[src/rtl/rs_syndrome_seq.sv]
// RS(15,9) syndrome calculator over GF(2^4), poly x^4 + x + 1.
// Horner evaluation of S1..S6 through one time-shared GF multiplier.
module rs_syndrome_seq (
    input  logic        clk,
    input  logic        rst_n,
    input  logic [3:0]  in_data,
    input  logic        in_valid,
    output logic        in_ready,
    output logic [23:0] out_syn,
    output logic        out_err,
    output logic        out_valid,
    input  logic        out_ready
);

    // state | meaning
    // IDLE  | waiting for the next received symbol
    // CALC  | one Horner step per syndrome, j_cnt = 0..5
    // OUT   | syndrome vector presented until out_ready
    localparam int N    = 15;
    localparam int NSYN = 6;

    typedef enum logic [1:0] {IDLE, CALC, OUT} state_t;

    state_t      state, state_nxt;
    logic [3:0]  sym_reg;
    logic [3:0]  sym_cnt;
    logic [2:0]  j_cnt;
    logic [3:0]  syn [NSYN];
    logic [3:0]  mul_a, mul_b, mul_p;
    logic        last_j;

    function automatic logic [3:0] gf_mult(input logic [3:0] a, input logic [3:0] b);
        logic [6:0] p;
        p = '0;
        for (int i = 0; i < 4; i++)
            if (b[i]) p = p ^ (7'(a) << i);
        for (int i = 6; i >= 4; i--)
            if (p[i]) p = p ^ (7'b0010011 << (i - 4));
        return p[3:0];
    endfunction

    // Accumulator operand is zeroed on r14 so a new codeword needs no clear pass.
    always_comb begin
        mul_a = syn[0];
        mul_b = 4'h2;
        case (j_cnt)
            3'd0: begin mul_a = syn[0]; mul_b = 4'h2; end
            3'd1: begin mul_a = syn[1]; mul_b = 4'h4; end
            3'd2: begin mul_a = syn[2]; mul_b = 4'h8; end
            3'd3: begin mul_a = syn[3]; mul_b = 4'h3; end
            3'd4: begin mul_a = syn[4]; mul_b = 4'h6; end
            3'd5: begin mul_a = syn[5]; mul_b = 4'hC; end
            default: begin mul_a = syn[0]; mul_b = 4'h2; end
        endcase
        if (sym_cnt == 4'd0)
            mul_a = 4'h0;
    end

    assign mul_p  = gf_mult(mul_a, mul_b);
    assign last_j = (j_cnt == 3'(NSYN - 1));

    always_comb begin
        state_nxt = state;
        case (state)
            IDLE: if (in_valid) state_nxt = CALC;
            CALC: if (last_j) state_nxt = (sym_cnt == 4'(N - 1)) ? OUT : IDLE;
            OUT:  if (out_ready) state_nxt = IDLE;
            default: state_nxt = IDLE;
        endcase
    end

    always_ff @(posedge clk) begin
        if (!rst_n) begin
            state   <= IDLE;
            sym_reg <= '0;
            sym_cnt <= '0;
            j_cnt   <= '0;
            for (int i = 0; i < NSYN; i++)
                syn[i] <= '0;
        end else begin
            state <= state_nxt;
            case (state)
                IDLE: begin
                    if (in_valid) begin
                        sym_reg <= in_data;
                        j_cnt   <= '0;
                    end
                end
                CALC: begin
                    for (int i = 0; i < NSYN; i++)
                        if (j_cnt == 3'(i))
                            syn[i] <= mul_p ^ sym_reg;
                    if (last_j) begin
                        j_cnt   <= '0;
                        sym_cnt <= (sym_cnt == 4'(N - 1)) ? 4'd0 : sym_cnt + 4'd1;
                    end else begin
                        j_cnt <= j_cnt + 3'd1;
                    end
                end
                default: ;
            endcase
        end
    end

    assign out_syn   = {syn[5], syn[4], syn[3], syn[2], syn[1], syn[0]};
    assign in_ready  = rst_n && (state == IDLE);
    assign out_valid = rst_n && (state == OUT);
    assign out_err   = rst_n && (|out_syn);

endmodule

[config.mk]
export PLATFORM = sky130hd
export DESIGN_NAME = rs_syndrome_seq
export DESIGN_NICKNAME = d
export VERILOG_FILES = /design/src/rtl/rs_syndrome_seq.sv
export SDC_FILE = /design/constraint.sdc
export NUM_CORES = 1
export LEC_CHECK = 0
export ABC_CLOCK_PERIOD_IN_PS = 3000
export CAP_MARGIN = 20
export CORE_AREA = 8 8 77 79
export CTS_CLUSTER_SIZE = 12
export DETAILED_ROUTE_END_ITERATION = 6
export DIE_AREA = 0 0 85 87
export PLACE_DENSITY = 0.73
export SYNTH_ARGS = -nofsm -noshare
export SYNTH_HDL_FRONTEND = slang
export SYNTH_SLANG_ARGS = --single-unit
[constraint.sdc]
create_clock -name clk -period 3 [get_ports clk]
set_input_delay 0.75 -clock clk [delete_from_list [all_inputs] [get_ports clk]]
set_output_delay 0.75 -clock clk [all_outputs]
set_load 0.005 [all_outputs]
======== Word level (Yosys, flattened, before mapping) ========
Memory sizes are Yosys's and may differ from the RTL's.
Cells that the tools add are included.
operators by class
  bitwise gates (word level) .............. 13
  equal/unequal tests ..................... 11
  add/sub/neg operators ................... 2
  mux-type cells .......................... 50
  reduce and logical (&&, ||, !) cells .... 12
operators with widths
  cell                                                              count
  4-bit two-way mux                                                 10
  4-bit one-hot mux with 5 select lines                             2
  1-bit two-way mux                                                 25
  24-bit OR reduction                                               1
  7-bit two-way mux                                                 3
  2-bit two-way mux                                                 5
  3-bit two-way mux                                                 3
  7-bit by 5-bit bitwise XOR with 7-bit output                      1
  7-bit by 6-bit bitwise XOR with 7-bit output                      1
  7-bit bitwise XOR                                                 1
  3-bit by 2-bit == test with 1-bit output (second input constant)  2
  3-bit == test (second input constant)                             2
  2-bit != test (second input constant)                             3
  2-bit NOT                                                         3
  1-bit OR                                                          6
  2-bit one-hot mux with 3 select lines                             1
  3-bit one-hot mux with 2 select lines                             1
  2-bit AND reduction                                               3
  4-bit by 1-bit adder with 4-bit output (second input constant)    1
  4-bit == test (second input constant)                             1
  4-bit logical NOT                                                 1
  4-bit bitwise XOR                                                 1
  3-bit by 1-bit adder with 3-bit output (second input constant)    1
  3-bit by 1-bit == test with 1-bit output (second input constant)  1
  other kinds (7)                                                   9
word-level totals
  memories kept ........................... 1
  flip-flop bits (word level) ............. 13
  bits in writable memories ............... 24
  output and inout bits ................... 27
memories
  name  depth  width  read ports  clocked after Yosys merged registers in  write ports  line  RTL
  syn   6      4      6           0                                        6            28    logic [3:0] syn [NSYN];

======== Logic depth before layout (Yosys ltp) ========
  word-level depth ........................ 18
  gate-level depth with buffers ........... 11
  depth with buffers taken out ............ 9

======== Least setup slack after synthesis ========
Ideal clock, no wire load.
  kind .................................... register -> register
  start point ............................. reg j_cnt[0]
  end point ............................... mem syn[3][1], in the netlist syn[0][13], data pin
  path slack .............................. 0.443 ns
  arrival ................................. 2.418 ns
  cell stages (with the launch flop) ...... 11
  period minus slack after synthesis ...... 2.557 ns
  library setup time ...................... 0.140 ns
  required time ........................... 2.860 ns
  path buffers ............................ 2
  cell sequence ........................... dfxtp_1 buf_6 buf_2 and2_1 ha_1 a221o_1 o221ai_2 xor2_1 xnor2_1 xnor3_2 nor2_1
RTL lines
  item                    line  RTL
  start, declared         27    logic [2:0] j_cnt;
  start signal, assigned  97    j_cnt <= j_cnt + 3'd1;
  end, declared           28

======== Final worst setup path ========
  start point ............................. in rst_n
  end point ............................... out in_ready
on the way
  longest elaborated chain between the ends .. 1
ends and longest elaborated chain
  item               line  RTL
  start, declared    5     input logic rst_n,
  1-bit logical AND  106   assign in_ready = rst_n && (state == IDLE);
  end, declared      8     output logic in_ready,
Every way passes these cells.

==> impl_metrics.ini <==
[outcome]
run_status = finished, final reports clean

[drt]
route.vias.total = 1939
drt-total-wl_mm = 5.95
drt-wirelength-per-cell_um = 18.1
viasPerCell = 5.89
drc_errors = 0
dr.pass1.iters = 5
detailedRoute.firstIterationViolations = 116
ant_nets = 0

[pwr]
p_clk_share_pct = 31.6
power_frac_seq_pct = 52.6
share_comb_of_total_power_pct = 15.7
power.ir.vdd_worst_mv = 0.330
power.static_leakage_nw = 0.949
internal_power_mw = 0.815
power_switching_share_pct = 26.8
total_switching_power_mw = 0.299
pwr_density_cell_mw_per_mm2 = 396

[timing]
timing.final.setup_violations = 0
worst_slew_pin_slew_ns = 0.795
fin_ws_ns = 0.159
max-slew-margin-rel_pct = 46.5
timing.final.max_slew_violations = 0
hold_viol_final = 0
totalNegativeSetupSlack_ns = 0
achievable-frequency_mhz = 352
finalCritPeriodShare_pct = 94.7
period_needed_ns = 2.84
worst_clock_skew_ns = 0.00767
unrepaired_setup_endpoints_after_global_routing = no

[yosys]
syn-cell-area_mm2 = 0.00226
synth_cell_type_count = 59
syn_area_per_cell_um2 = 9.87
postSynthRegisterBits = 37
synth.most_common_cell = sky130_fd_sc_hd__nor2_1
synth_edf_count = 24
synth_area_leader_cell = sky130_fd_sc_hd__edfxtp_1
synth_cells = 229
async_set_reset_flop_share_out_of_synthesis_pct = 0
ys_seq_area_share_pct = 43.4
yosys_warnings = 0
synth_top_flop_cell = sky130_fd_sc_hd__edfxtp_1
ys_top_cells_by_count = sky130_fd_sc_hd__nor2_1 (36), sky130_fd_sc_hd__edfxtp_1 (24), sky130_fd_sc_hd__nand2_1 (21)
synth.top_cell.area_share_pct = 31.9
syn-num-nets = 239
synthTopCellsByArea = sky130_fd_sc_hd__edfxtp_1 (32%), sky130_fd_sc_hd__dfxtp_1 (12%), sky130_fd_sc_hd__nor2_1 (6.0%)

[clocking]
cts_made_buffers = 5
cts_hold_buf = 0
post_cts_buffers = 0
cts_tree = yes
worst_skew_pair.late_latency_ns = 0.29
clk_transition_reported_paths_ns = 0.08
h-tree-depth = 2
cts.path.max_buffers = 2
cts-resized-gates = 0
cts_sinks = 37
cts_root_buffer = sky130_fd_sc_hd__clkbuf_8

[worst_setup_path]
worst-endpoint-arrival_ns = 2.09
worstPathRequired_ns = 2.25
cp_num_buf_inv = 2
worst-path-stages = 3
destination_of_the_critical_timing_path = in_ready
end_kind = primary output
timing.critical_path.max_delay_family = buffers and inverters
worst_setup_path_start_kind = input port
critical_path.cell_chain = clkdlybuf4s50_1, nor3b_1, clkdlybuf4s50_1
timing.critical_path.from = rst_n
crit_path_frequent_cell = sky130_fd_sc_hd__clkdlybuf4s50_1
crit-reg2reg-launch = j_cnt[1]
crit_path_max_delay_cell_type = sky130_fd_sc_hd__clkdlybuf4s50_1
setup.worst_path.class = in2out
r2r_cells = 9
critical_path.max_stage_delay_ns = 0.58
ff2ff_setup_slack_ns = 0.30
timing.critical_path.fanout_max = 5
worst_r2r_endpoint = syn[0][15]

[floorplan]
initial_core_util_pct = 46.6
num_rows = 26
core-area_mm2 = 0.00485
die_height_um = 87
width_of_the_chip_um = 85
total_die_area_mm2 = 0.00740
top_level_ports = 35

[job]
drv.max_cap_violation_count = 0

[global_route]
grt_pass1_vias = 1852
global_route.overflow_total = 0
grt_antenna_before_repair = 0
first_pass_grt_wire_length_mm = 9.52
globalRouteTotalUtil_pct = 16.5
grt_max_degree = 16

[cells_and_area]
antenna-diode-count = 0
area.growth.synth_to_final_pct = 24.4
post_route_cells_drive_above_1_share_pct = 13.6
fill_cells = 421
largest_register_ff_count = 24
layout.nets = 282

[placement]
half_perimeter_wire_length_of_the_detailed_placement_result_mm = 4.59
number_of_port_buffers = 34
place.gp.congestion = 0.903
pre_cts_ws_ns = 0.156

[worst_hold_path]
timing.hold.worst.class = reg2reg
## cells by family after synthesis
logic type / Yosys count / share of synthesized area, %
AND/OR/NAND/NOR: 107 / 25.3
AO/OA/AOI/OAI: 45 / 15.0
flip-flops: 37 / 43.4
XOR/XNOR: 17 / 8.25
buffers and inverters: 12 / 2.71
multiplexers: 9 / 4.21
adder cells (fa/ha/maj): 2 / 1.11
## per-stage QoR
step | util, % | hold WS [ns] | std cells | instance area, um^2 | power [mW]
after floorplan | - | 0.485 | 229 | 2260 | 0.689
after global placement | 56.1 | 0.524 | 321 | 2720 | 0.771
after detailed placement | 56.1 | 0.519 | 321 | 2720 | 0.772
after CTS | 58.0 | 0.536 | 329 | 2810 | 1.12
after global routing | 58.0 | 0.558 | 329 | 2810 | 1.16
final | 58.0 | 0.529 | 329 | 2810 | 1.11
## worst register-to-register path: stages (launching register included)
cell and delay [ns]:
sky130_fd_sc_hd__dfxtp_1 0.43, sky130_fd_sc_hd__and2_1 0.24, sky130_fd_sc_hd__ha_1 0.29, sky130_fd_sc_hd__a221oi_2 0.38, sky130_fd_sc_hd__nor2_1 0.10, sky130_fd_sc_hd__xor3_1 0.39, sky130_fd_sc_hd__xnor2_1 0.25, sky130_fd_sc_hd__xor2_1 0.18
sky130_fd_sc_hd__buf_4 0.15, sky130_fd_sc_hd__nor2_1 0.04
## how the worst min path moves through the flow
stage	startpoint	endpoint	slack, ns	cells after the start
after floorplan	sym_reg[3]	sym_reg[3]	0.48	2
after global placement	sym_reg[3]	sym_reg[3]	0.52	2
after detailed placement	sym_reg[3]	sym_reg[3]	0.52	2
after CTS	sym_reg[3]	sym_reg[3]	0.54	2
after global routing	sym_reg[3]	sym_reg[3]	0.56	2
final	sym_reg[3]	sym_reg[3]	0.53	2
## per-layer routing
metal  up-vias  part of all wire (%)  GRT usage [%]
met1       939                    43           20.5
met5         -                     0              0
met3         8                   6.8           3.77
met4         0                   1.3           5.34
met2        77                    49           27.6
li1        915                     -              -
## power by group through the flow
stage               registers [mW]  logic [mW]  clock network, mW
floorplan                    0.589       0.100                  0
global placement             0.597       0.174                  0
detailed placement           0.597       0.175                  0
CTS                          0.586       0.176              0.355
global route                 0.589       0.190              0.382
finish                       0.586       0.175              0.352
## area by class of cell
class / instances / area [um^2] / area share [%]
Clock buffer: 5 / 68.8 / 2.45
Sequential cell: 37 / 981 / 34.9
Tap cell: 56 / 70.1 / 2.49
Inverter: 2 / 7.51 / 0.267
Timing Repair Buffer: 46 / 443 / 15.8
Clock inverter: 3 / 22.5 / 0.801
Multi-Input combinational cell: 180 / 1220 / 43.3
## layout by cell type, fill, tap and decap left out, types with 5 or more instances in the layout
cell,n
sky130_fd_sc_hd__a21oi_1,10
sky130_fd_sc_hd__and2_1,6
sky130_fd_sc_hd__buf_4,11
sky130_fd_sc_hd__clkbuf_8,5
sky130_fd_sc_hd__clkdlybuf4s50_1,34
sky130_fd_sc_hd__dfxtp_1,13
sky130_fd_sc_hd__edfxtp_1,24
sky130_fd_sc_hd__mux2i_1,8
sky130_fd_sc_hd__nand2_1,21
sky130_fd_sc_hd__nor2_1,36
sky130_fd_sc_hd__nor2b_1,8
sky130_fd_sc_hd__nor3_1,5
sky130_fd_sc_hd__nor4_1,7
sky130_fd_sc_hd__o21ai_0,9
sky130_fd_sc_hd__xnor2_1,11
Power figures use the tool's default switching activity.
